==> config.mk <==
export PLATFORM = sky130hd
export DESIGN_NAME = mult_acc_unit
export DESIGN_NICKNAME = d
export VERILOG_FILES = /design/src/rtl/mult_acc_unit.sv
export SDC_FILE = /design/constraint.sdc
export NUM_CORES = 1
export LEC_CHECK = 0
export CORE_AREA = 2 2 114 116
export CTS_CLUSTER_SIZE = 10
export DETAILED_ROUTE_END_ITERATION = 8
export DIE_AREA = 0 0 116 118
export PLACE_DENSITY = 0.51
export SLEW_MARGIN = 20
export SYNTH_ARGS = -nofsm -noshare
export SYNTH_HDL_FRONTEND = slang
export SYNTH_SLANG_ARGS = --single-unit
export TNS_END_PERCENT = 30
==> constraint.sdc <==
create_clock -name clk -period 34 [get_ports clk]
set_input_delay 8.5 -clock clk [delete_from_list [all_inputs] [get_ports clk]]
set_output_delay 8.5 -clock clk [all_outputs]
set_load 0.01 [all_outputs]
==> src/rtl/mult_acc_unit.sv <==
// Multiply-accumulate unit: sums len unsigned a*b products into a registered
// accumulator under a start / valid-ready / done-ack handshake.
module mult_acc_unit #(
  parameter int N     = 8,
  parameter int LEN_W = 5
) (
  input  logic                   clk,
  input  logic                   rst,
  input  logic                   start,
  input  logic [LEN_W-1:0]       len,
  input  logic [N-1:0]           a_in,
  input  logic [N-1:0]           b_in,
  input  logic                   in_valid,
  output logic                   in_ready,
  output logic [2*N+LEN_W-1:0]   acc_out,
  output logic                   done,
  input  logic                   ack,
  output logic                   busy
);

  localparam int ACC_W = 2*N + LEN_W;

  typedef enum logic [1:0] {
    IDLE = 2'd0,
    RUN  = 2'd1,
    DONE = 2'd2
  } state_e;

  // Unsigned array multiplier: each row ripple-adds one partial product into
  // the running high part; the row's low bit retires as a product bit.
  function automatic logic [2*N-1:0] array_mult(input logic [N-1:0] a,
                                                input logic [N-1:0] b);
    logic [N-1:0]   pp;
    logic [N-1:0]   upper;
    logic [N-1:0]   sum;
    logic           c;
    logic [2*N-1:0] p;
    p     = '0;
    pp    = a & {N{b[0]}};
    p[0]  = pp[0];
    upper = {1'b0, pp[N-1:1]};
    for (int i = 1; i < N; i++) begin
      pp = a & {N{b[i]}};
      c  = 1'b0;
      for (int j = 0; j < N; j++) begin
        sum[j] = upper[j] ^ pp[j] ^ c;
        c      = (upper[j] & pp[j]) | (c & (upper[j] ^ pp[j]));
      end
      p[i]  = sum[0];
      upper = {c, sum[N-1:1]};
    end
    p[2*N-1:N] = upper;
    return p;
  endfunction

  state_e             state_q, state_d;
  logic [ACC_W-1:0]   acc_q, acc_d;
  logic [LEN_W-1:0]   rem_q, rem_d;
  logic               done_q, busy_q;
  logic [2*N-1:0]     prod_p0;
  logic               vld_p0;

  // Stage p0: product of the pair presented this cycle
  assign prod_p0  = array_mult(a_in, b_in);
  assign in_ready = (state_q == RUN);
  assign vld_p0   = in_valid & in_ready;

  always_comb begin
    state_d = state_q;
    acc_d   = acc_q;
    rem_d   = rem_q;
    case (state_q)
      IDLE: begin
        if (start) begin
          acc_d   = '0;
          rem_d   = len;
          state_d = (len != '0) ? RUN : DONE;
        end
      end
      RUN: begin
        if (vld_p0) begin
          acc_d = acc_q + {{LEN_W{1'b0}}, prod_p0};
          rem_d = rem_q - LEN_W'(1);
          if (rem_q == LEN_W'(1)) state_d = DONE;
        end
      end
      DONE: begin
        if (ack) state_d = IDLE;
      end
      default: state_d = IDLE;
    endcase
  end

  // Stage p1: accumulator and control registers
  always_ff @(posedge clk) begin
    if (!rst) begin
      state_q <= IDLE;
      acc_q   <= '0;
      rem_q   <= '0;
      done_q  <= 1'b0;
      busy_q  <= 1'b0;
    end else begin
      state_q <= state_d;
      acc_q   <= acc_d;
      rem_q   <= rem_d;
      done_q  <= (state_d == DONE);
      busy_q  <= (state_d != IDLE);
    end
  end

  assign acc_out = acc_q;
  assign done    = done_q;
  assign busy    = busy_q;

endmodule

Word-level counts from Yosys, hierarchy flattened
Index checks and enable logic that the tools add are counted.

$add $sub $neg: 2. $mul: 0. Divide/modulo/power cells: 0. Magnitude comparators: 0. Eq/ne operators: 6. Shift-type cells: 0. Multiplexer cells: 12. Bitwise gates (word level): 265. Reductions and logical operators: 5.

Operator list (number): $and 1x1->1 (105); $xor 1x1->1 (104); $and 8x8->8 (8); $or 1x1->1 (48); $mux 21 (2); $pmux 21 s2 (1); $add 21x16->21 (1); $mux 2 (5); $mux 5 (2); $pmux 5 s2 (1); $pmux 2 s3 (1); $eq 5x1->1 const B (1); $reduce_bool 5->1 (1); $sub 5x1->5 const B (1); $eq 2x2->1 const B (2); $reduce_bool 2->1 (2); $reduce_and 3->1 (1); $eq 2x1->1 const B (1); $logic_not 2->1 (1); $ne 2x1->1 const B (1); $ne 2x2->1 const B (1).

Bits in registers: 30. Bits in latches: 0. Bits in writable memories: 0. Memory bits (read-only): 0. Input port bits: 26. Output and inout port bits: 24. Logic and storage cells: 295. Memories kept: 0.

Depth between registers and ports, before layout
Gate-level depths: netlist (run 1).

Depth in word-level cells: 43. Mapped depth: 42. Mapped depth without buffers: 42.

Worst setup path before layout (run 1)
No wires, ideal clock.

Kind: input port to flip-flop. Start point: input a_in[1]. End point: register acc_q[17], in the netlist acc_out[17]. Setup time: 0.124 ns. Data arrival time: 18.221 ns. Required time: 33.876 ns. Slack: 15.655 ns. Stages: 32. Path buffers: 0. Cells stage by stage: and2_1 -> ha_1 -> fa_1 -> fa_1 -> fa_1 -> fa_1 -> fa_1 -> fa_1 -> fa_1 -> fa_1 -> fa_1 -> fa_1 -> inv_1 -> fa_1 -> inv_1 -> fa_1 -> fa_1 -> fa_1 -> fa_1 -> fa_1 -> fa_1 -> fa_1 -> inv_1 -> fa_1 -> inv_1 -> ha_1 -> nand2_1 -> nor4_1 -> a31oi_1 -> a211oi_1 -> xnor2_1 -> nor2_1.

Longest elaborated chain between the ends: 43. Elaborated cells between the ends (all ways): 257. Classes of those cells: add/sub: 1; mux: 2; bitwise: 254.

Ends and longest elaborated chain: from (decl) (RTL line 11) `input logic [N-1:0] a_in,`; $and 8x8->8 (on tied branches) (RTL line 39, 43); $and 1x1->1 / $xor 1x1->1 (equally long branches) (RTL line 47, 46); $and 1x1->1 (RTL line 47) `c = (upper[j] & pp[j]) | (c & (upper[j] ^ pp[j]));`; $or 1x1->1 (RTL line 47); $and 1x1->1 / $xor 1x1->1 (equally long branches) (RTL line 47, 46); $or 1x1->1 / $xor 1x1->1 (equally long branches) (RTL line 47, 46); $and 1x1->1 / $xor 1x1->1 (equally long branches) (RTL line 47, 46); $or 1x1->1 / $xor 1x1->1 (equally long branches) (RTL line 47, 46); [... 27 more ...]; $or 1x1->1 / $xor 1x1->1 (equally long branches) (RTL line 47, 46); $and 1x1->1 (RTL line 47); $or 1x1->1 (RTL line 47); $and 1x1->1 (RTL line 47); $or 1x1->1 (RTL line 47); $add 21x16->21 (*) (RTL line 82) `acc_d = acc_q + {{LEN_W{1'b0}}, prod_p0};`; $mux 21 (*) (RTL line 81) `if (vld_p0) begin`; $pmux 21 s2 (*) (RTL line 72) `case (state_q)`; to (signal assigned) (RTL line 98) `acc_q <= '0;`; to (signal assigned) (RTL line 104) `acc_q <= acc_d;`; to (decl) (RTL line 57) `logic [ACC_W-1:0] acc_q, acc_d;`.

Mark *: on every way between the ends. The rest lies on a longest branch, timed or not. The select of a mux whose other input is x is not followed. A chain may end at the register's enable or synchronous reset.

Worst setup path in the final report (run 1)
Start point: input b_in[1]. End point: register acc_q[17], in the netlist acc_out[17].

Longest elaborated chain between the ends: 43. Elaborated cells between the ends (all ways): 260. Classes of those cells: add/sub: 1; mux: 2; bitwise: 257.

Ends and longest elaborated chain: from (decl) (RTL line 12) `input logic [N-1:0] b_in,`; $and 8x8->8 (*) (RTL line 43) `pp = a & {N{b[i]}};`; $and 1x1->1 / $xor 1x1->1 (equally long branches) (RTL line 47, 46); $and 1x1->1 (RTL line 47); $or 1x1->1 (RTL line 47); $and 1x1->1 / $xor 1x1->1 (equally long branches) (RTL line 47, 46); $or 1x1->1 / $xor 1x1->1 (equally long branches) (RTL line 47, 46); $and 1x1->1 / $xor 1x1->1 (equally long branches) (RTL line 47, 46); $or 1x1->1 / $xor 1x1->1 (equally long branches) (RTL line 47, 46); [... 27 more ...]; $or 1x1->1 / $xor 1x1->1 (equally long branches) (RTL line 47, 46); $and 1x1->1 (RTL line 47); $or 1x1->1 (RTL line 47); $and 1x1->1 (RTL line 47); $or 1x1->1 (RTL line 47); $add 21x16->21 (*) (RTL line 82); $mux 21 (*) (RTL line 81); $pmux 21 s2 (*) (RTL line 72).

Marked as above.

==> results of run 1 <==
[synth_stat cells, types with 6 or more instances]
| cell | n | area [um2] |
|---|---|---|
| sky130_fd_sc_hd__ha_1 | 27 | 338 |
| sky130_fd_sc_hd__o21ai_0 | 25 | 125 |
| sky130_fd_sc_hd__nor2_1 | 24 | 90.1 |
| sky130_fd_sc_hd__xor2_1 | 6 | 52.6 |
| sky130_fd_sc_hd__xnor2_1 | 6 | 52.6 |
| sky130_fd_sc_hd__nand2_1 | 39 | 146 |
| sky130_fd_sc_hd__fa_1 | 49 | 981 |
| sky130_fd_sc_hd__nor2b_1 | 7 | 43.8 |
| sky130_fd_sc_hd__dfxtp_1 | 30 | 601 |
| sky130_fd_sc_hd__nand4_1 | 7 | 43.8 |
| sky130_fd_sc_hd__nand3_1 | 6 | 30.0 |
| sky130_fd_sc_hd__a21oi_1 | 21 | 105 |
| sky130_fd_sc_hd__and2_1 | 60 | 375 |
| sky130_fd_sc_hd__inv_1 | 31 | 116 |
[flip-flops by register name (all words and copies together) (netlist names)]
name	cells
rem_q	5
busy	1
state_q	2
done	1
acc_out	21
[area by class of cell]
class                      instances  share of cell area
multi-input combinational        343               0.649
sequential                        30               0.134
inverter                          31              0.0259
tap                              172              0.0480
timing repair buffer              49               0.109
clock inverter                     2             0.00279
clock buffer                       6              0.0310
[cell families after synthesis]
group	Yosys count	synth area share
AOI/OAI and AO/OA	81	0.138
xor gates and xnor gates	12	0.0286
adders and majority gates	76	0.358
buffers and inverters	40	0.0462
DFF	30	0.163
muxes	3	0.00850
and+or+nand+nor	171	0.257
[routing by layer]
metal  track usage  part of all wire
met1         0.159              0.47
met2         0.224              0.49
met3        0.0139             0.027
met4        0.0283            0.0074
met5             0                 0
[power by group through the flow]
stage	Clock, W	Combinational, W	Sequential, W
floorplan	0	0.000247	0.0000447
global placement	0	0.000322	0.0000447
detailed placement	0	0.000324	0.0000447
CTS	0.0000463	0.000326	0.0000440
global route	0.0000480	0.000371	0.0000444
finish	0.0000448	0.000320	0.0000439
[through the flow]
stage	utilization	power [W]	instance area, um2	setup slack (ns)
floorplan	-	0.000292	3680	15.66
global placement	0.349	0.000366	4330	14.76
detailed placement	0.349	0.000369	4330	14.61
CTS	0.361	0.000416	4480	14.88
global route	0.361	0.000463	4480	14.43
finish	0.361	0.000409	4480	14.96
[worst max-delay path by stage]
stage / from / endpoint / slack, ns
2_1_floorplan: a_in[1] / acc_out[17] / 15.66
3_3_place_gp: b_in[1] / acc_out[19] / 14.76
3_5_place_dp: a_in[1] / acc_out[19] / 14.61
4_1_cts: a_in[1] / acc_out[19] / 14.88
5_1_grt: b_in[1] / acc_out[19] / 14.43
6_report: b_in[1] / acc_out[17] / 14.96
[critical path: cells and delay by family]
family | cells | cell delay, ns
fa+ha+maj | 21 | 8.51
compound gates | 2 | 0.46
buf+inv | 5 | 0.84
xor+xnor | 1 | 0.15
simple gates | 4 | 0.72
==> metrics list, run 1 <==
* Port-buffer cells: 49
* Area Growth Syn to Fin: 21.8%
- In this run the worst path has a maximum fanout of 8.
- The number of failing hold endpoints at the final stage came to 0.
* Residual overflow from global routing: 0
- Placed wire-length estimate after detailed placement: 6930 um
* Pins Over Slew Limit: 0
- Req. time, crit path: 34.15 ns
* Share of flip-flops with an asynchronous set or reset: 0
* First DRT Iteration DRCs: 112
* Initial core utilization: 0.297
* Standard-cell row count: 41
- The internal portion of the total power is 0.000198 W.
* Highest achievable clock rate: 52.5 MHz
- Counting instances, the worst hold path has a depth of 2.
- GR Util All Layers: 0.125
- Power per cell area: 91.1 nW/um2
- Yosys mapped the design onto 52 distinct sky130hd cell types.
- After detailed routing, the average wire length per cell comes to 12.8 um.
- In the final design database the tool counted 562 nets.
* Cell area after synthesis: 3680 um2
* Worst-skew pair later-pin latency: 0.27 ns
* Vertical die dimension: 118 um
- Worst Clk Skew: 0.00341 ns
* Number of cells traversed by the worst register-to-register path: 9
* Postcts setup bufs: 0
- Number of top-level pins: 50
* Post-Synthesis Net Count: 515
* Clock tree from TritonCTS: built
- Overall routed net length: 8130 um
- Crit path capture type: flop
* Remaining antenna violation count: 0
- End of the worst register-to-register path: acc_out[20]
- The via count of the first global-routing pass is 3107.
- For this design, the sink count on the clock tree is 30.
- Synthesized netlist cell count: 413
- In the layout the commonest cells are sky130_fd_sc_hd__and2_1 (60), sky130_fd_sc_hd__fa_1 (49), sky130_fd_sc_hd__clkdlybuf4s50_1 (49), sky130_fd_sc_hd__nand2_1 (39), sky130_fd_sc_hd__inv_1 (31).
- Endpoint, Worst Hold: acc_out[20]
- The congestion estimate from routability-driven global placement came to 0.871.
- Library cell contributing the largest single delay on the critical path: sky130_fd_sc_hd__clkdlybuf4s50_1
- Startpoint of the lowest-slack register-to-register path: acc_out[0]
* Critical path data arrival time: 19.19 ns
- The share of total power dissipated in the clock network is 0.110.
* Number of buffers added by the clock tree synthesis step: 5
* Worst supply voltage drop on vdd: 0.0000582 V
- 0 antenna diodes ended up in the layout.
- Combinational share of power: 0.783
* Count of placed standard cells in the final layout, fillers left out: 633
* Dpl cells: 625
* Vias per std cell: 4.69
* Initial antenna violation count: 0
- Adding up every negative setup slack in the final design gives 0 ns.
- The flow ran to the end, and the final reports show no timing, DRC or antenna violations.
* Area of combinational cells with multiple inputs: 2910 um2
- Finish-stage setup viols: 0
- Register area: 601 um2
* Largest net degree at the start of global routing: 20
- The first global-routing pass estimated 14100 um of wire.
- Slew margin rel.: 0.472
* Clock-pin slew of the registers on the worst-case setup and hold paths: 0.05 ns
- Max Buffers Root-to-Sink: 2
- Width of the die: 116 um
* Static leakage: 1.82 nW
- Clock period minus final worst setup slack: 19.04 ns
- Number of warning messages in the yosys log: 0
* Switching Power: 0.000210 W
* Deepest level of the CTS H-tree: 2
* Unrepaired setup endpoints after global routing: no
- Count of hold buffers inserted by post-cts repair: 0
- Worst Setup Start Kind: input port
* MaxCap Viol Count: 0
* Share of cells above drive strength 1: 0.0369
* CTS resizes: 0
* Part of the cycle the worst path needs: 0.560
- Post-synthesis area per instance: 8.91 um2
- Hold is met by 0.475 ns.
- Sequential Power Share: 0.107
- CP Class: input port to flop
- Count of unresolved DRC violations after routing: 0
- The core region is 12400 um2.
* Dominant cell type by count on the critical path: sky130_fd_sc_hd__fa_1
- At the pin with the least slew margin, the transition time is 0.791 ns.
- Number of fillers in the final layout: 1342
* Most common cell after layout, fill and taps aside: sky130_fd_sc_hd__and2_1
- The floorplan step defined a die boundary enclosing 13700 um2.
- Switching share of total power: 0.514
- Hold path startpoint: acc_out[20]
- The min-delay analysis places its worst path in the category flop to flop.
- TritonRoute pass-1 iters: 4
- For this run, the slowest stage of the critical path takes 0.53 ns.
* Cell chosen for the clock root: sky130_fd_sc_hd__clkbuf_16
- Post-synth top flop: sky130_fd_sc_hd__dfxtp_1
* Sequential cell area fraction in the yosys report: 0.163
- After synthesis the netlist holds a flip-flop and latch count of 30.
- The synthesized design contains 0 enable-type register cells.
- For this block, the via count after detailed routing is 2971.
- Setup slack of the worst register-to-register path: 31.49 ns
No activity file was read; power rests on OpenSTA's default activity.
==> run 2: changes to the inputs <==
- clock period: 34 -> 19.16 ns (I/O delays scaled with it)
==> run 2 against run 1 <==
  * Die area stayed put
  * Flip-flop and latch count unchanged
  * Cell count unchanged
  * Non-clock buffer count stayed put
  * Via count grew 0.27%
  * Critical endpoint is now acc_out[19]
==> metrics list, run 2 (same netlist as run 1, synthesis figures left out) <==
- Run status: finished, final reports clean
* GR Util All Layers: 0.126
- Pin placement for this block handled 50 I/O pins.
- Count of vias placed by the detailed router: 2979
- The floorplan step defined a die boundary enclosing 13700 um2.
- CP Class: input port to flop
- The pre-antenna-repair detailed-routing pass consisted of 4 iterations.
- Worst Clk Skew: 0.00510 ns
- The startpoint identified for the worst register-to-register timing path is acc_out[0].
- STA classifies the critical path endpoint as a flop.
- In the post-route analysis, the smallest setup slack over all paths is 3.84 ns.
* # diodes: 0
- In the finished design, the share of the clock period the worst path needs comes to 0.799.
- Number of buffers added by the clock tree synthesis step: 5
- The number of pins with negative max-slew slack in the final report came to 0.
* Library cell contributing the largest single delay on the critical path: sky130_fd_sc_hd__clkdlybuf4s50_1
* Clock period minus final worst setup slack: 15.32 ns
- After routing, the total negative slack on setup checks comes to 0 ns.
- At the placement stage, the worst setup path has a slack of 3.50 ns.
- Dividing the detail-routed wire length by the instance count gives 12.8 um.
- Setup repair after global routing left no endpoint under its margin.
- Count of unresolved DRC violations after routing: 0
- Initial core utilization: 0.297
- Derived from the worst setup path, the maximum achievable clock frequency is 65.3 MHz.
- In this run the worst setup path terminates at acc_out[19].
- Largest fanout on the critical path: 8
- The library cell used most frequently in the layout, excluding fill and tap cells, is sky130_fd_sc_hd__and2_1.
- Largest register FFs: 21
- Critical Path Max Stage Delay: 0.53 ns
* First DRT Iteration DRCs: 138
- The congestion estimate from routability-driven global placement came to 0.871.
* Area Growth Syn to Fin: 21.8%
* Power per cell area: 162 nW/um2
* Slew margin rel.: 0.475
* MaxCap Viol Count: 0
- Layout net count: 562
- The worst register-to-register path has a depth of 9.
- Top library cells by usage in the layout, fill and taps aside: sky130_fd_sc_hd__and2_1 (60), sky130_fd_sc_hd__fa_1 (49), sky130_fd_sc_hd__clkdlybuf4s50_1 (49), sky130_fd_sc_hd__nand2_1 (39), sky130_fd_sc_hd__inv_1 (31)
- Counting stages on the worst path, the most repeated cell is sky130_fd_sc_hd__fa_1.
* End of the worst register-to-register path: acc_out[20]
- For the worst setup path, the data arrival time is 15.47 ns.
* Clock tree from TritonCTS: built
- Static leakage: 1.82 nW
- The number of hold buffers added after CTS was 0.
- Class of the tightest hold or removal check: flop to flop
* Deepest level of the CTS H-tree: 2
- Across all register-to-register paths, the minimum setup slack is 16.66 ns.
* Worst-skew pair later-pin latency: 0.27 ns
* Width of the die: 116 um
* Port-buffer cells: 49
* Vertical die dimension: 118 um
* Slew at the pin with the worst max-slew slack: 0.786 ns
- Residual overflow from global routing: 0
* Worst supply voltage drop on vdd: 0.000110 V
- Global-route wire length before repair: 14200 um
* Share of cells above drive strength 1: 0.0369
* Vias per std cell: 4.71
- Standard-cell row count: 41
- Largest net degree at the start of global routing: 20
- Worst Setup Start Kind: input port
* Core area: 12400 um2
- After clock tree synthesis, the setup repair step added 0 buffers.
- In this run the remaining antenna-violating nets after routing total 0.
* Finish-stage setup viols: 0
- Cell chosen for the clock root: sky130_fd_sc_hd__clkbuf_16
* Placed wire-length estimate after detailed placement: 6920 um
- Initial antenna violation count: 0
- The tree built by TritonCTS fans out to 30 sinks.
- Once the clock tree was built, the resizer swapped 0 gates to a different size.
- Req. time, crit path: 19.31 ns
- Worst Hold Slack: 0.474 ns
- The longest clock path from root to sink contains 2 buffers.
* Via count of the first global-routing pass: 3143
* Final Hold Fails: 0
- After clock tree synthesis, the clock-pin slew on the worst setup and hold paths is 0.05 ns.
- The final layout contains routed wiring with a total length of 8130 um.
* Critical path origin: b_in[1]
-- run 2: worst max-delay path, delay by kind of cell --
kind | cells | cell delay, ns
xor+xnor | 1 | 0.15
simple gates | 4 | 0.72
compound gates | 2 | 0.46
fa+ha+maj | 21 | 8.48
buf+inv | 5 | 0.83
-- run 2: final cells by class --
class / instances / area, um2
fill: 1334 / 7930
multi-input combinational: 343 / 2910
sequential: 30 / 601
timing repair buffer: 49 / 490
tap: 172 / 215
clock buffer: 6 / 139
inverter: 31 / 116
clock inverter: 2 / 12.5
-- run 2: worst min-delay path by stage --
stage,start,slack (ns),depth (start not counted),endpoint
2_1_floorplan,rem_q[3],0.47,2,rem_q[3]
3_3_place_gp,acc_out[20],0.46,2,acc_out[20]
3_5_place_dp,acc_out[20],0.48,2,acc_out[20]
4_1_cts,acc_out[20],0.48,2,acc_out[20]
5_1_grt,acc_out[15],0.52,2,acc_out[15]
6_report,acc_out[20],0.47,2,acc_out[20]
-- run 2: metal layers --
metal	up-vias	wire length, um	track usage
li1	1499	-	-
met1	1426	3800	0.160
met2	49	4010	0.226
met3	5	254	0.0149
met4	0	59	0.0283
met5	-	0	0
-- run 2: where the power goes --
| part | switching, W | internal (W) | total [W] |
|---|---|---|---|
| Clock | 0.0000285 | 0.0000514 | 0.0000799 |
| Sequential | 0.00000759 | 0.0000705 | 0.0000781 |
| Combinational | 0.000340 | 0.000230 | 0.000570 |
-- run 2: per-stage QoR --
stage | std cells | total power [W] | area, um2 | utilization
global placement | 625 | 0.000650 | 4330 | 0.349
global route | 633 | 0.000825 | 4480 | 0.361
CTS | 633 | 0.000738 | 4480 | 0.361
finish | 633 | 0.000728 | 4480 | 0.361
floorplan | 413 | 0.000518 | 3680 | -
detailed placement | 625 | 0.000654 | 4330 | 0.349
==> run 3: changes to the inputs <==
- PLACE_DENSITY: 0.51 -> 0.53
- clock period: 19.16 -> 13.3 ns (I/O delays scaled with it)
==> run 3 against run 2 <==
  * First-iteration DRC count down 32%
  * Die area did not move
  * Wire length is 6.4% higher
  * Critical path depth is 1 lower
  * Sequential share of layout area fell by 0.84 points
  * Via count up 3.7%
  * Count of clock-buffer cells in the layout unchanged
  * Cell area up 6.7%
  * Sequential power increased by 45%
  * Non-clock buffer count increased by 18
  * Critical path type unchanged
  * Largest cell class unchanged
==> metrics list, run 3 (same netlist as run 1, synthesis figures left out) <==
- TritonRoute pass-1 iters: 4
* Class of the tightest hold or removal check: flop to flop
- Power per cell area: 255 nW/um2
- Worst Clk Skew: 0.00553 ns
- Unrepaired setup endpoints after global routing: no
- Overall routed net length: 8640 um
- Hold path startpoint: acc_out[20]
- Vertical die dimension: 118 um
- Switching Power: 0.000613 W
- The internal power of the cells totals 0.000606 W.
- Routability-driven placement finished with a final weighted congestion of 0.871.
* Worst Hold Slack: 0.479 ns
- The library cell used most frequently in the layout, excluding fill and tap cells, is sky130_fd_sc_hd__and2_1.
- Port-buffer cells: 49
- Across every metal layer, demand over resource in global routing totals 0.134.
- The register with the most flip-flops in the layout has 21 of them.
* Worst-skew pair later-pin latency: 0.28 ns
- After floorplanning, the core was sized to cover 12400 um2.
- Initial core utilization: 0.297
- The first global-routing pass estimated 14900 um of wire.
- In this run the horizontal extent of the chip is 116 um.
- CTS placed an instance of sky130_fd_sc_hd__clkbuf_16 at the clock tree root.
* Combinational share of power: 0.813
* Number of buffers added by the clock tree synthesis step: 5
- Using the TritonRoute via totals, the vias-per-cell ratio works out to 4.75.
- The detailed router placed 3089 vias in this run.
* Count of unresolved DRC violations after routing: 0
- Largest fanout on the critical path: 4
* First DRT Iteration DRCs: 94
* Postcts setup bufs: 0
- Area Growth Syn to Fin: 30.0%
- Pins Over Slew Limit: 0
- The initial antenna violation count came to 0.
* Residual overflow from global routing: 0
* Standard-cell row count: 41
* Clock tree from TritonCTS: built
- The most critical setup path has its startpoint at b_in[0].
* Number of top-level pins: 50
- Critical Path Max Stage Delay: 0.59 ns
- Critical path data arrival time: 13.19 ns
- The clock net in this run drives a total of 30 sinks.
- Worst supply voltage drop on vdd: 0.000191 V
- The clock tree synthesis step divided the H-tree into 2 levels.
- Once detailed placement completed, the half-perimeter wirelength came to 7150 um.
- Counting along the longest clock path gives a buffer depth of 2.
- The worst path needs 12.97 ns of the cycle, external delays included.
- After detailed routing, the average wire length per cell comes to 13.3 um.
- Dividing the final minimum period by the clock period gives 0.975.
* Highest achievable clock rate: 77.1 MHz
- Clock-pin slew of the registers on the worst-case setup and hold paths: 0.05 ns
* Remaining antenna violation count: 0
- Entering global routing, the biggest net connects 20 pins.
- The via count of the first global-routing pass is 3232.
- Worst Setup Start Kind: input port
- Slew at the pin with the worst max-slew slack: 0.838 ns
- Library cell contributing the largest single delay on the critical path: sky130_fd_sc_hd__fa_2
* Area of the die: 13700 um2
- Crit path capture type: flop
* Finished Core Util: 0.385
- The worst setup path is of the input port to flop kind.
* Top library cells by usage in the layout, fill and taps aside: sky130_fd_sc_hd__and2_1 (60), sky130_fd_sc_hd__clkdlybuf4s50_1 (44), sky130_fd_sc_hd__nand2_1 (39), sky130_fd_sc_hd__fa_2 (36), sky130_fd_sc_hd__dfxtp_1 (30)
* Finish-stage setup viols: 0
* Req. time, crit path: 13.52 ns
- The number of failing hold endpoints at the final stage was 0.
- Switching share of total power: 0.503
* Static leakage: 1.86 nW
- Startpoint of the lowest-slack register-to-register path: acc_out[0]
* MaxCap Viol Count: 0
- The design draws 0.00122 W.
* # diodes: 0
* Aggregate negative setup slack: 0 ns
- After the last flow step, the layout net total stands at 580.
- Slew margin rel.: 0.441
- Dominant cell type by count on the critical path: sky130_fd_sc_hd__fa_2
* Sequential Power Share: 0.093
- Share of cells above drive strength 1: 0.196
- The run finished with clean final reports.
- The share of total power dissipated in the clock network is 0.095.
==> run 3: critical path: cells and delay by family <==
family	cells	cell delay (ns)
AOI/OAI and AO/OA	3	0.50
buffers and inverters	4	0.54
and+or+nand+nor	4	0.58
adders and majority gates	21	8.24
==> run 3: final timing paths <==
kind                  to  slack (ns)  cells past startpoint
min reg2reg  acc_out[20]        0.48                      2
max          acc_out[20]        0.33                     32
max reg2reg  acc_out[14]       10.74                      9
min          acc_out[20]        0.48                      2
==> run 3: timing repair <==
action,in CTS,in global routing
gates resized for setup,51,20
setup endpoints to repair,7,7
hold buffers,0,0
pin swaps,39,45
==> run 3: metal layers <==
layer	vias to the layer above	part of all wire	GRT usage
met2	66	0.49	0.231
met4	0	0.018	0.0394
met3	15	0.037	0.0201
met5	-	0	0
met1	1483	0.46	0.171
li1	1525	-	-
==> run 3: metrics by stage <==
| step | instance area (um2) | instances | setup slack (ns) |
|---|---|---|---|
| CTS | 4730 | 651 | 0.0277 |
| finish | 4780 | 651 | 0.333 |
| global route | 4780 | 651 | 0.00376 |
| floorplan | 3680 | 413 | 0.130 |
| detailed placement | 4470 | 643 | -0.779 |
| global placement | 4470 | 643 | -0.674 |
==> run 3: power by group through the flow <==
stage	Clock [W]	Sequential (W)	Combinational, W
after global routing	0.000123	0.000115	0.00112
after detailed placement	0	0.000115	0.000893
after CTS	0.000120	0.000113	0.000956
after global placement	0	0.000114	0.000894
final	0.000115	0.000113	0.000991
after floorplan	0	0.000114	0.000631
==> run 3: final cells by class <==
| class | instances | area, um2 |
|---|---|---|
| Clock inverter | 2 | 12.5 |
| Tap cell | 172 | 215 |
| Multi-Input combinational cell | 343 | 3080 |
| Inverter | 31 | 116 |
| Clock buffer | 6 | 139 |
| Sequential cell | 30 | 601 |
| Fill cell | 1281 | 7630 |
| Timing Repair Buffer | 67 | 623 |
==> patch 1, RTL diff (flow settings as in run 2) <==
`N`: 8 -> 9.
--- a/src/rtl/mult_acc_unit.sv
+++ b/src/rtl/mult_acc_unit.sv
@@ -1,7 +1,7 @@
 // Multiply-accumulate unit: sums len unsigned a*b products into a registered
 // accumulator under a start / valid-ready / done-ack handshake.
 module mult_acc_unit #(
-  parameter int N     = 8,
+  parameter int N     = 9,
   parameter int LEN_W = 5
 ) (
   input  logic                   clk,
Interface: changed (resized a_in, acc_out and b_in); port bits go from 50 to 54. The function was not compared with the original's and may differ.
==> patch 1 against run 2 <==
  * Clock skew up 0.00075 ns
  * Worst setup slack got worse by 1.3 ns
  * Worst hold slack better by 0.0041 ns
  * Die area stayed put
  * Sequential share of layout area shrank 1.0 points
  * Wire length increased by 19%
  * Sequential cell count grew 2
  * Cell area increased by 16%
  * Synthesized area up 17%
  * Critical endpoint is now acc_out[21]
  * Largest cell class unchanged
Power is left out: the tool's default activity adds up to more than one toggle a clock period on the data nets, which glitch-free logic cannot reach.
==> patch 1: results (changes against run 2) <==
status:
  outcome: "completed"
placed_design:
  hpwl_um: 8121  # +17%
  place.gp.congestion: 0.8512  # -2.3%
  portBuffers: 53  # +8.2%
  dp_cells: 705  # +13%
finish:
  drive_gt1_frac: 0.03148  # -0.005395
  nets: 662  # +18%
  n_fill_cell: 1275  # -4.4%
  largest_register_ffs: 23  # +9.5%
  antenna_cells: 0  # unchanged
global_route:
  track_usage: 0.1511  # +0.02512
  grt_pass1_wl_um: 16670  # +18%
  grt_max_degree: 18  # -10%
  grt_pass1_vias: 3631  # +16%
min_path:
  hold_path.class: "reg2reg"
logic_synthesis:
  synth_cell_types: 56  # +7.7%
  syn_nets: 611  # +19%
  yosysSeqAreaShare: 0.1482  # -0.01492
  synthCells: 489  # +18%
  ys_top_cells_by_area: "fa_1 (30%), dfxtp_1 (15%), and2_1 (10%)"
  ys_top_cells_by_count: "and2_1 (71), fa_1 (64), nand2_1 (58), inv_1 (36), dfxtp_1 (32)"
route:
  routed_wirelength_um: 9632  # +19%
  vias_per_cell: 4.942  # +5.0%
  routedWlPerCell_um: 13.53  # +5.4%
  drtIter0Drc: 248  # +80%
setup_path:
  path_max_fanout: 9  # +1
  cp.arrival_ns: 16.77  # +1.30 ns
clock_network:
  htreeDepth: 2  # unchanged
  cts_root_buffer: "clkbuf_16"
timing:
  slew_headroom: 0.3866  # -0.08850
  skew_ns: 0.005853  # +0.0007490 ns
==> patch 1: final cells by class <==
type	count	area, um2	area share
Inverter	37	138.9	0.02681
Sequential cell	32	640.6	0.1236
Timing Repair Buffer	53	530.5	0.1024
Tap cell	172	215.2	0.04154
Multi-Input combinational cell	411	3503	0.6762
Clock buffer	7	152.6	0.02946
==> patch 1: cell families after synthesis <==
group	Yosys count	synth area share
xor+xnor	9	0.01824
mux	3	0.006949
buf+inv	46	0.04111
flops	32	0.1482
fa+ha+maj	94	0.3833
simple gates	210	0.2542
compound gates	95	0.1480
==> patch 1: critical path, delay by kind of cell <==
family	cells	cell delay, ns
fa+ha+maj	24	9.97
mux	1	0.13
compound gates	4	0.70
buf+inv	5	0.85
simple gates	2	0.31
==> patch 1: final timing paths <==
kind | slack [ns] | start | end
worst max register to register | 16.76 | acc_out[0] | acc_out[14]
worst min-delay path | 0.48 | acc_out[15] | acc_out[15]
worst max-delay path | 2.55 | b_in[0] | acc_out[21]
worst min register to register | 0.48 | acc_out[15] | acc_out[15]
==> patch 1: per-layer routing <==
layer	wire length, um	share of wire	up-vias	track usage
met2	4799	0.50	72	0.2679
li1	-	-	1750	-
met3	391	0.041	8	0.01854
met4	138	0.014	0	0.04241
met1	4303	0.45	1689	0.1909
met5	0	0	-	0
==> patch 1: stage by stage <==
step | instance area [um2] | setup WS, ns | hold slack, ns | util
2_1_floorplan | 4322 | 3.353 | 0.4439 | -
3_3_place_gp | 5029 | 2.333 | 0.4630 | 0.4051
3_5_place_dp | 5029 | 2.198 | 0.4717 | 0.4051
4_1_cts | 5181 | 2.496 | 0.4794 | 0.4174
5_1_grt | 5181 | 2.014 | 0.4926 | 0.4174
6_report | 5181 | 2.553 | 0.4784 | 0.4174
==> patch 2, RTL diff (config.mk and constraints of run 2) <==
Without the edit above. Reset style: asynchronous (`rst`), changed in one clocked block.
--- a/src/rtl/mult_acc_unit.sv
+++ b/src/rtl/mult_acc_unit.sv
@@ -92,7 +92,7 @@
   end
 
   // Stage p1: accumulator and control registers
-  always_ff @(posedge clk) begin
+  always_ff @(posedge clk or negedge rst) begin
     if (!rst) begin
       state_q <= IDLE;
       acc_q   <= '0;
Formal check against the unedited RTL: not equivalent (a bounded check fails within 4 cycles, from zero or initial values and one cycle with rst low; the reset may be asserted at any time).
==> patch 2 against run 2 <==
  * Worst setup slack got worse by 0.057 ns
  * Synthesized cell count shrank 1.5%
  * Die area unchanged
  * Synthesized area increased by 2.0%
  * Core utilization up 1.2 points
  * Cell area rose by 3.5%
  * Critical path type unchanged
  * Via count rose by 0.54%
  * Critical path depth shrank 1
  * Sequential cell count did not move
  * First-iteration DRC count increased by 19%
  * Wire length is 4.0% higher
Power is not shown: default switching activity piles up to over one toggle a cycle in this logic, so the estimate is an artifact.
==> patch 2: results (changes against run 2) <==
status:
  outcome: "completed"
route:
  met2_length_um: 4218  # +5.2%
  drtPass1Iterations: 4  # unchanged
  ant_nets: 0  # unchanged
  vias_per_cell: 4.762  # +1.2%
  routedWlPerCell_um: 13.44  # +4.7%
  drtIter0Drc: 164  # +19%
  wl_met3_um: 312  # +23%
  routed.top_layer: "met4"
  wl_met1_um: 3855  # +1.4%
placed_design:
  hpwl_um: 7015  # +1.4%
  portBuffers: 49  # unchanged
  place.gp.congestion: 0.7718  # -11%
setup_path:
  reg2reg_depth: 8  # -1
  crit_end: "acc_out[17]"
  r2r_end: "rem_q[0]"
  r2r_slack_ns: 16.31  # -0.35 ns
  critPathMaxStageDelay_ns: 0.54
  path_max_fanout: 8  # unchanged
  cp_slowest_cell: "fa_1"
  worstSetupStartpoint: "b_in[1]"
  cp.arrival_ns: 15.55  # +0.08 ns
  timing.rr.start: "state_q[1]"
timing:
  skew_ns: 0.005481  # +0.0003774 ns
  worstMarginPinSlew_ns: 0.7686  # -0.01785 ns
global_route:
  grt_pass1_vias: 3064  # -2.5%
  antenna_found_initial: 0  # unchanged
  met3_usage: 0.02111  # +0.006179
  use_met2: 0.2339  # +0.007675
  grt_max_degree: 31  # +55%
  track_usage: 0.1307  # +0.004751
  grt_pass1_wl_um: 14410  # +1.7%
  use_met1: 0.1651  # +0.005402
clock_network:
  clk_pin_slew_ns: 0.06
  cts-hold-fix-buffers: 0  # unchanged
  htreeDepth: 2  # unchanged
  post-cts-setup-buffers: 0  # unchanged
  clock_latency_ns: 0.28
  cts_resized: 0  # unchanged
  ctsLongestPathBuffers: 2  # unchanged
  cts_buffers: 5  # unchanged
finish:
  antenna_cells: 0  # unchanged
  drive_gt1_frac: 0.02626  # -0.01062
  nets: 558  # -0.71%
  largest_register_ffs: 21  # unchanged
min_path:
  hold_path.class: "reg2reg"
  hold_path_depth: 2  # unchanged
logic_synthesis:
  syn_nets: 509  # -1.2%
  synth_warnings: 0  # unchanged
  postSynth.asyncResetShare: 1.000  # +1.000
  yosysSeqAreaShare: 0.2000  # +0.03685
  yosys_most_used_dff: "dfrtp_1"
  synth_cell_types: 50  # -3.8%
  ys_top_cells_by_count: "and2_1 (52), fa_1 (49), nand2_1 (48), inv_1 (32)"
  ys_top_cells_by_area: "fa_1 (26%), dfrtp_1 (20%), ha_1 (9.0%)"
## patch 2: cell count changes in the layout (fill, tap and decap cells not counted), sizes merged, moves of 4 or more
cell | run 2 | this run
dfxtp | 30 | 0
a21oi | 21 | 30
a211o | 4 | 0
a21o | 2 | 8
nand2 | 40 | 48
and3 | 1 | 6
nor2 | 25 | 11
and2 | 60 | 54
dfrtp | 0 | 30
## patch 2: critical path: cells and delay by family
kind | cells | cell delay, ns
compound gates | 5 | 1.13
buf+inv | 5 | 0.82
simple gates | 1 | 0.22
fa+ha+maj | 21 | 8.57
## patch 2: final cells by class
class | instances | area, um2
Clock inverter | 2 | 60.06
Clock buffer | 6 | 138.9
Tap cell | 172 | 215.2
Fill cell | 1318 | 7775
Inverter | 32 | 120.1
Timing Repair Buffer | 51 | 505.5
Sequential cell | 30 | 750.7
Multi-Input combinational cell | 336 | 2849
## patch 2: through the flow
stage	area, um2	setup WS [ns]	hold slack, ns	cells
final	4639	3.787	0.5106	629
after global routing	4639	3.277	0.5657	629
after CTS	4639	3.688	0.5192	629
after detailed placement	4441	3.404	0.5049	621
after global placement	4441	3.554	0.5110	621
after floorplan	3754	4.471	0.4914	407
## patch 2: cells by family after synthesis
logic type	Yosys count	synth area share
simple gates	160	0.2287
compound gates	90	0.1550
fa+ha+maj	76	0.3513
buf+inv	41	0.04100
flops	30	0.2000
xor+xnor	8	0.01866
mux	2	0.005334
## patch 2: worst min-delay path by stage
stage	from	end	slack, ns
detailed placement	acc_out[0]	acc_out[0]	0.50
global placement	acc_out[0]	acc_out[0]	0.51
global route	acc_out[0]	acc_out[0]	0.57
finish	acc_out[0]	acc_out[0]	0.51
floorplan	rem_q[2]	rem_q[2]	0.49
CTS	acc_out[0]	acc_out[0]	0.52
